## src/rtl/lu_result_gate.sv

```systemverilog
// lu_result_gate
//   Holds each packet at the head of the preprocessor output stream until the
//   flow table has returned that packet's lookup result, then either forwards
//   the packet with the destination-port field of tuser rewritten or discards
//   it. Lookup results arrive in packet order and are queued in a small FIFO.
//
// Optional build macro:
//   LU_RESULT_GATE_STATS_EN - when defined, the fwd/miss/drop packet counters
//   are built; when undefined the three counter ports are tied to 0.
//
// Ports:
//   asclk, aresetn            clock, synchronous active-low reset
//   s_axis_*                  packet stream from the preprocessor
//   res_valid/hit/drop/dport  one-cycle lookup-result strobe from the flow table
//   m_axis_*                  forwarded packet stream
//   res_overflow              sticky: a result was lost because the FIFO was full
//   fwd/miss/drop_pkt_cnt     packet statistics (wrap modulo 2^DATA_WIDTH)
//
// Handshake: a beat moves on either stream only in a cycle where tvalid and
// tready are both high; tvalid never depends on tready from the same side,
// and in FWD the input ready is the output ready, so data passes through with
// zero cycles of latency inside a packet.
//
// The FSM state is kept in the signal 'state' (IDLE/FWD/DROP) for probing.

module lu_result_gate #(
  parameter int          C_AXIS_DATA_WIDTH  = 64,
  parameter int          C_AXIS_TUSER_WIDTH = 128,
  parameter int          C_AXIS_DPT_POS     = 24,
  parameter logic [7:0]  MISS_DPORT         = 8'h02,
  parameter int          RES_DEPTH_BITS     = 3,
  parameter int          DATA_WIDTH         = 32
) (
  input  logic                              asclk,
  input  logic                              aresetn,

  input  logic [C_AXIS_DATA_WIDTH-1:0]      s_axis_tdata,
  input  logic [C_AXIS_DATA_WIDTH/8-1:0]    s_axis_tstrb,
  input  logic [C_AXIS_TUSER_WIDTH-1:0]     s_axis_tuser,
  input  logic                              s_axis_tvalid,
  input  logic                              s_axis_tlast,
  output logic                              s_axis_tready,

  input  logic                              res_valid,
  input  logic                              res_hit,
  input  logic                              res_drop,
  input  logic [7:0]                        res_dport,

  output logic [C_AXIS_DATA_WIDTH-1:0]      m_axis_tdata,
  output logic [C_AXIS_DATA_WIDTH/8-1:0]    m_axis_tstrb,
  output logic [C_AXIS_TUSER_WIDTH-1:0]     m_axis_tuser,
  output logic                              m_axis_tvalid,
  output logic                              m_axis_tlast,
  input  logic                              m_axis_tready,

  output logic                              res_overflow,
  output logic [DATA_WIDTH-1:0]             fwd_pkt_cnt,
  output logic [DATA_WIDTH-1:0]             miss_pkt_cnt,
  output logic [DATA_WIDTH-1:0]             drop_pkt_cnt
);

  localparam int RES_DEPTH = 1 << RES_DEPTH_BITS;
  localparam logic [RES_DEPTH_BITS:0] PTR_ONE = 1;

  typedef enum logic [1:0] {
    ST_IDLE = 2'd0,
    ST_FWD  = 2'd1,
    ST_DROP = 2'd2
  } state_t;

  state_t state;
  state_t state_nxt;

  // ---------------------------------------------------------------------------
  // Result FIFO: entry = {hit, drop, dport}. Pointers carry one extra wrap bit
  // so full and empty are distinguishable without a separate count.
  // ---------------------------------------------------------------------------
  logic [9:0]                res_mem [RES_DEPTH];
  logic [RES_DEPTH_BITS:0]   wr_ptr;
  logic [RES_DEPTH_BITS:0]   rd_ptr;
  logic                      fifo_empty;
  logic                      fifo_full;
  logic                      res_push;
  logic                      res_pop;
  logic [9:0]                head;
  logic                      head_hit;
  logic                      head_drop;
  logic [7:0]                head_dport;

  assign fifo_empty = (wr_ptr == rd_ptr);
  assign fifo_full  = (wr_ptr[RES_DEPTH_BITS] != rd_ptr[RES_DEPTH_BITS]) &&
                      (wr_ptr[RES_DEPTH_BITS-1:0] == rd_ptr[RES_DEPTH_BITS-1:0]);

  assign head       = res_mem[rd_ptr[RES_DEPTH_BITS-1:0]];
  assign head_hit   = head[9];
  assign head_drop  = head[8];
  assign head_dport = head[7:0];

  // The decision is taken in IDLE once a packet is waiting and a result is
  // queued. The FIFO is not fall-through, so a result pushed this cycle is
  // only visible next cycle.
  assign res_pop  = (state == ST_IDLE) && s_axis_tvalid && !fifo_empty;

  // A push into a full FIFO is still accepted when the head leaves in the
  // same cycle; otherwise the result is lost and flagged.
  assign res_push = res_valid && (!fifo_full || res_pop);

  always_ff @(posedge asclk) begin
    if (res_push) begin
      res_mem[wr_ptr[RES_DEPTH_BITS-1:0]] <= {res_hit, res_drop, res_dport};
    end
  end

  always_ff @(posedge asclk) begin
    if (!aresetn) begin
      wr_ptr       <= '0;
      rd_ptr       <= '0;
      res_overflow <= 1'b0;
    end else begin
      if (res_push) wr_ptr <= wr_ptr + PTR_ONE;
      if (res_pop)  rd_ptr <= rd_ptr + PTR_ONE;
      if (res_valid && fifo_full && !res_pop) res_overflow <= 1'b1;
    end
  end

  // ---------------------------------------------------------------------------
  // Registered destination port for the packet currently being forwarded.
  // ---------------------------------------------------------------------------
  logic [7:0] dport_q;

  always_ff @(posedge asclk) begin
    if (!aresetn) begin
      dport_q <= 8'h00;
    end else if (res_pop) begin
      dport_q <= head_hit ? head_dport : MISS_DPORT;
    end
  end

  // ---------------------------------------------------------------------------
  // FSM: state register / next state / outputs
  // ---------------------------------------------------------------------------
  logic beat_acc;
  assign beat_acc = s_axis_tvalid && s_axis_tready;

  always_ff @(posedge asclk) begin
    if (!aresetn) begin
      state <= ST_IDLE;
    end else begin
      state <= state_nxt;
    end
  end

  always_comb begin
    state_nxt = state;
    case (state)
      ST_IDLE: begin
        if (res_pop) begin
          state_nxt = (head_hit && head_drop) ? ST_DROP : ST_FWD;
        end
      end
      ST_FWD: begin
        if (beat_acc && s_axis_tlast) state_nxt = ST_IDLE;
      end
      ST_DROP: begin
        if (beat_acc && s_axis_tlast) state_nxt = ST_IDLE;
      end
      default: state_nxt = ST_IDLE;
    endcase
  end

  // Handshake outputs are forced low while reset is asserted so nothing
  // moves in the reset cycle even before the state register has cleared.
  always_comb begin
    s_axis_tready = 1'b0;
    m_axis_tvalid = 1'b0;
    m_axis_tlast  = 1'b0;
    if (aresetn) begin
      case (state)
        ST_FWD: begin
          s_axis_tready = m_axis_tready;
          m_axis_tvalid = s_axis_tvalid;
          m_axis_tlast  = s_axis_tlast;
        end
        ST_DROP: begin
          s_axis_tready = 1'b1;
        end
        default: begin
          s_axis_tready = 1'b0;
        end
      endcase
    end
  end

  assign m_axis_tdata = s_axis_tdata;
  assign m_axis_tstrb = s_axis_tstrb;

  always_comb begin
    m_axis_tuser = s_axis_tuser;
    m_axis_tuser[C_AXIS_DPT_POS +: 8] = dport_q;
  end

  // ---------------------------------------------------------------------------
  // Statistics. Hit/miss counts move in the decision cycle; drops are counted
  // when the last beat of the discarded packet has been consumed.
  // ---------------------------------------------------------------------------
`ifdef LU_RESULT_GATE_STATS_EN
  localparam logic [DATA_WIDTH-1:0] CNT_ONE = 1;

  always_ff @(posedge asclk) begin
    if (!aresetn) begin
      fwd_pkt_cnt  <= '0;
      miss_pkt_cnt <= '0;
      drop_pkt_cnt <= '0;
    end else begin
      if (res_pop && head_hit && !head_drop) fwd_pkt_cnt  <= fwd_pkt_cnt + CNT_ONE;
      if (res_pop && !head_hit)              miss_pkt_cnt <= miss_pkt_cnt + CNT_ONE;
      if ((state == ST_DROP) && beat_acc && s_axis_tlast) begin
        drop_pkt_cnt <= drop_pkt_cnt + CNT_ONE;
      end
    end
  end
`else
  assign fwd_pkt_cnt  = '0;
  assign miss_pkt_cnt = '0;
  assign drop_pkt_cnt = '0;
`endif

endmodule
```

## config.mk

```make
export PLATFORM = sky130hd
export DESIGN_NAME = lu_result_gate
export DESIGN_NICKNAME = d
export VERILOG_FILES = /design/src/rtl/lu_result_gate.sv
export SDC_FILE = /design/constraint.sdc
export NUM_CORES = 1
export LEC_CHECK = 0
export CAP_MARGIN = 10
export CORE_AREA = 2 2 199 201
export DETAILED_ROUTE_END_ITERATION = 10
export DIE_AREA = 0 0 201 203
export SLEW_MARGIN = 25
export SYNTH_ARGS = -nofsm -noshare
export SYNTH_HDL_FRONTEND = slang
export SYNTH_SLANG_ARGS = --single-unit
```

## constraint.sdc

```tcl
create_clock -name asclk -period 2.8 [get_ports asclk]
set_clock_uncertainty 0.2 [all_clocks]
set_input_delay 0.56 -clock asclk [delete_from_list [all_inputs] [get_ports asclk]]
set_output_delay 0.56 -clock asclk [all_outputs]
set_load 0.1 [all_outputs]
```

==> After elaboration in Yosys (flattened, before gate mapping) <==
Memory sizes are Yosys's and may differ from the RTL's. A register that Yosys moved wholly into a read port is not among the register bits.
Cells that the tools add are included.
{ "totals": {"register_bits": 19, "ram_bits": 80, "inputBits": 216, "output_inout_bits": 300, "word_cells": 46, "memories": 1} }
{ "memory_table": {"columns": ["memory", "words", "word_bits", "rd", "rd_clocked_by_memory_dff", "write_ports", "line_no", "source"], "rows": [
  ["res_mem", 8, 10, 1, 1, 1, "78", "logic [9:0] res_mem [RES_DEPTH];"]
]} }
{ "op_classes": {"addsub": 2, "eq_ne": 7, "mux": 15, "n_reduce_logical": 16} }
{ "ops": {"columns": ["operator", "n"], "rows": [
  ["logical AND 1 bit", 9],
  ["adder 4 x 1 -> 4 bit, second input constant", 2],
  ["two-way mux 8 bit", 1],
  ["two-way mux 1 bit", 7],
  ["two-way mux 2 bit", 3],
  ["two-way mux 3 bit", 2],
  ["== test 4 bit", 1],
  ["one-hot mux 2 bit (2 select lines)", 1],
  ["== test 3 bit", 1],
  ["zero test 1 bit", 3],
  ["== test 2 x 1 -> 1 bit, second input constant", 1],
  ["== test 2 bit, second input constant", 1],
  ["zero test 2 bit", 1],
  ["!= test 2 x 1 -> 1 bit, second input constant", 1],
  ["!= test 2 bit, second input constant", 1],
  ["one-hot mux 1 bit (2 select lines)", 1],
  ["AND reduction 2 bit", 1],
  ["OR reduction 2 bit", 1],
  ["logical OR 1 bit", 1],
  ["!= test 1 bit", 1]
]} }

==> Logic depth before layout (Yosys ltp) <==
{ "depth": {"ltp_word": 7, "mapped_depth": 7, "mapped_depth_nobuf": 6} }

==> Worst setup path before layout <==
Ideal clock, no wire load.
{ "synth_path": {"path_type": "in2out", "from": "input port aresetn", "to": "output port s_axis_tready", "arrival_time_ns": 2.171, "t_required_ns": 2.040, "slack_ns": -0.131, "stages": 3, "path_buffers": 1, "cell_sequence": "clkbuf_1 nand2_1 nor2_1"} }
{ "synth_via": {"elab_chain_cells": 1} }
{ "synth_rtl": {"columns": ["item", "line_no", "source"], "rows": [
  ["from (decl)", "35", "input logic aresetn,"],
  ["two-way mux 1 bit", "177", "if (aresetn) begin"],
  ["to (decl)", "42", "output logic s_axis_tready,"]
]} }
Every way passes these cells.

==> Worst setup path after layout <==
{ "layout_path": {"from": "input port s_axis_tvalid", "to": "output port m_axis_tvalid"} }
{ "layout_via": {"elab_chain_cells": 2} }
{ "layout_rtl": {"columns": ["item", "line_no", "source"], "rows": [
  ["from (decl)", "40", "input logic s_axis_tvalid,"],
  ["two-way mux 1 bit", "178", "case (state)"],
  ["two-way mux 1 bit", "177", null],
  ["to (decl)", "52", "output logic m_axis_tvalid,"]
]} }
Every way passes these cells.

==> out/metrics.csv <==
stage,metric,value,unit
cells_and_area,highest-count cells in the layout ignoring fill and taps,"96 x conb_1, 80 x edfxtp_1, 29 x nand2_1, 22 x dfxtp_1, 22 x buf_4",
floorplan,die width,201,microns
critical_path,"Slowest-stage cell, CP",clkdlybuf4s50_1,
critical_path,Crit Path Max Fanout,4,
routing,initial DRC count,210,
floorplan,Die Height,203,microns
global_routing,total gr overflow,0,
routing,Vias,2831,
logic_synthesis,Synth Cell Area,6342,sq um
sta,Final Max Slew Viols,0,
clocking,CTS Sinks,102,
sta,final setup vio count,0,
logic_synthesis,syn_area_per_cell,11.79,sq um
logic_synthesis,Most used DFF post-synth,edfxtp_1,
pwr,Power Dens Cells,744.3,nW/um^2
routing,WL/cell,26.19,microns
logic_synthesis,post-synth top area share,0.3788,
pwr,Max VDD drop,675.8,uV
critical_path,Worst Setup SP,s_axis_tvalid,
critical_path,CP Depth,4,
logic_synthesis,ys async rst share,0,
cells_and_area,Layout Nets,604,
clocking,Setup Buffers After CTS,0,
global_routing,first-pass GRT wire length,28850,microns
clocking,Skew-Pair Late Insertion Delay,0.33,ns
floorplan,die area,40800,sq um
clocking,clock transition at the registers of the reported paths,0.07,ns
sta,setup TNS,0,ns
pwr,Static Leak,0.002001,uW
logic_synthesis,XOR/XNOR share of the synthesized area,0.006905,
logic_synthesis,multiplexer share of the synthesized area,0.1022,
logic_synthesis,Synth Area in Simple Gates,0.04814,
sta,worst slew pin tran,0.5456,ns
logic_synthesis,Post-Synthesis Cells,538,
critical_path,crit path DAT,1.59,ns
critical_path,FF-to-FF path depth,5,
routing,TritonRoute pass-1 iters,5,
critical_path,Startpoint Class,input pin,
worst_hold_path,hold crit path type,reg2reg,
critical_path,Reg-to-Reg Start,wr_ptr[0]$_SDFFE_PN0P_,
sta,Worst slew margin,0.6358,
status,status,"complete, no violations",
sta,Max Fclk,425.1,MHz
critical_path,CP Class,in2out,
cells_and_area,P&R area growth vs syn,-8.720,%
placement,post-DP HPWL,20340,microns
clocking,CTS Buf Count,9,
logic_synthesis,"FF+latch count, synth",102,
logic_synthesis,main combinational cell family by area after synthesis,buffers and inverters,
logic_synthesis,Synthesis Warnings,0,
critical_path,ordered cell list for the critical path,clkdlybuf4s50_1 > buf_4 > and3_1 > buf_12,
clocking,Post-CTS Hold Buffers,0,
global_routing,vias in the first global route,2600,
critical_path,Crit path buffers/inverters,3,
cells_and_area,"most common cell after layout, fill and taps aside",conb_1,
global_routing,largest net degree at the start of global routing,35,
clocking,Post-CTS Resized,0,
logic_synthesis,Adder-Cell Fraction of Synth Area,0.009864,
clocking,Longest Clk Path Bufs,2,
placement,port bufs,27,
logic_synthesis,Synth area leaders,"edfxtp_1 38%, buf_4 34%, dfxtp_1 6.9%",
clocking,CTS tree,yes,
sta,RSZ-0062 raised after global routing,false,
routing,Vias/cell,3.125,
global_routing,Global Route Usage Sum,0.1095,
critical_path,critical path's top delay family,buffers and inverters,
critical_path,Worst path max stage delay,0.50,ns
placement,gpl congestion,0.7901,
sta,fin crit share,0.8402,
global_routing,initial antenna violation count,0,
critical_path,CP Data Required Time,2.04,ns
clocking,H-tree depth,3,
logic_synthesis,sequential share of the synthesized area,0.4482,
cells_and_area,number of antenna diodes,0,
floorplan,I/O pin total,516,
sta,WHS,0.2741,ns
critical_path,crit path to,m_axis_tvalid,
logic_synthesis,Synth Area in Compound Gates,0.02742,
critical_path,Worst R2R End,res_mem[3][9]$_DFFE_PP_,
routing,remaining antenna violation count,0,
cells_and_area,layout cell share with drive strength beyond 1,0.1804,
logic_synthesis,"EDFF count, synth",80,
flow_run,max cap viols,0,
floorplan,Initial Util,0.1649,
critical_path,Worst setup EP type,output pin,
logic_synthesis,leading area contributor after synthesis,edfxtp_1,
sta,Final Hold Fails,0,
routing,Post-Route WL,23730,microns
sta,minimum clock period,2.353,ns
critical_path,R2R Setup Slk,0.53,ns
clocking,CTS root buf,clkbuf_16,
floorplan,core area,38470,sq um
routing,# DRC,0,
logic_synthesis,Unique masters post-synth,40,
floorplan,row cnt,72,
## logic make-up after synthesis
| logic type | Yosys count |
|---|---|
| other | 1 |
| buffers and inverters | 305 |
| adder cells (fa/ha/maj) | 5 |
| flip-flops | 102 |
| AO/OA/AOI/OAI | 22 |
| AND/OR/NAND/NOR | 62 |
| XOR/XNOR | 5 |
| multiplexers | 36 |
## sequential cells by signal (all words and copies together), names as in the netlist, named ones only
name / flops
res_mem: 80
dport_q: 8
state: 2
rd_ptr: 4
res_overflow: 1
wr_ptr: 4
## stage by stage
step | setup slack, ns | instances | cell area [sq um] | utilization | power [uW]
after global placement | 0.3854 | 890 | 5484 | 0.1426 | 3089
after CTS | 0.4381 | 906 | 5789 | 0.1505 | 4349
after global routing | 0.3970 | 906 | 5789 | 0.1505 | 4472
after floorplan | 0.1002 | 633 | 6701 | - | 4303
final | 0.4474 | 906 | 5789 | 0.1505 | 4309
after detailed placement | 0.3659 | 890 | 5484 | 0.1426 | 3095
## Yosys cell counts, types with 2 or more instances
library cell / n
a21oi_1: 2
and2_1: 4
and3_1: 2
buf_2: 5
buf_4: 288
buf_6: 4
clkbuf_1: 3
dfxtp_1: 22
edfxtp_1: 80
ha_1: 5
inv_1: 4
mux2_2: 9
mux2i_1: 7
mux4_1: 7
mux4_2: 13
nand2_1: 29
nand2b_1: 6
nand3_1: 2
nand4_1: 3
nor2_1: 4
nor3_1: 7
o211ai_1: 2
o21ai_1: 2
o22ai_1: 8
xor2_1: 5
## worst register-to-register path: stages (launching register included)
cell      delay [ns]
dfxtp_1         0.54
xor2_1          0.21
or3_4           0.46
o211ai_1        0.33
nor2_1          0.09
buf_4           0.21
## cell type report
cell class / instances / area (sq um)
Fill cell: 4280 / 32680
Sequential cell: 102 / 2843
Multi-Input combinational cell: 226 / 1603
Tap cell: 518 / 648.1
Timing Repair Buffer: 40 / 375.4
Clock buffer: 10 / 229.0
Clock inverter: 6 / 76.32
Inverter: 4 / 15.01
## layer usage
metal	wire length [microns]	up-vias	track usage
li1	-	1140	-
met2	10880	379	0.1689
met3	7516	10	0.1621
met4	95	4	0.01614
met5	159	-	0.02857
met1	5076	1298	0.07104
## how the worst min path moves through the flow
stage                                            to  cells after the start  slack [ns]                      start
after floorplan              wr_ptr[3]$_SDFFE_PN0P_                      2        0.25     wr_ptr[3]$_SDFFE_PN0P_
after global placement    res_overflow$_SDFFE_PN0P_                      1        0.25  res_overflow$_SDFFE_PN0P_
after detailed placement  res_overflow$_SDFFE_PN0P_                      1        0.26  res_overflow$_SDFFE_PN0P_
after CTS                 res_overflow$_SDFFE_PN0P_                      1        0.28  res_overflow$_SDFFE_PN0P_
after global routing      res_overflow$_SDFFE_PN0P_                      1        0.29  res_overflow$_SDFFE_PN0P_
final                     res_overflow$_SDFFE_PN0P_                      1        0.27  res_overflow$_SDFFE_PN0P_
## where the power goes
part / switching [uW] / internal (uW) / total (uW)
sequential: 59.7 / 1700 / 1760
clock: 540 / 709 / 1250
combinational: 1000 / 296 / 1300
total: 1600 / 2710 / 4310
Note: power is estimated with default switching activity, not from simulation.
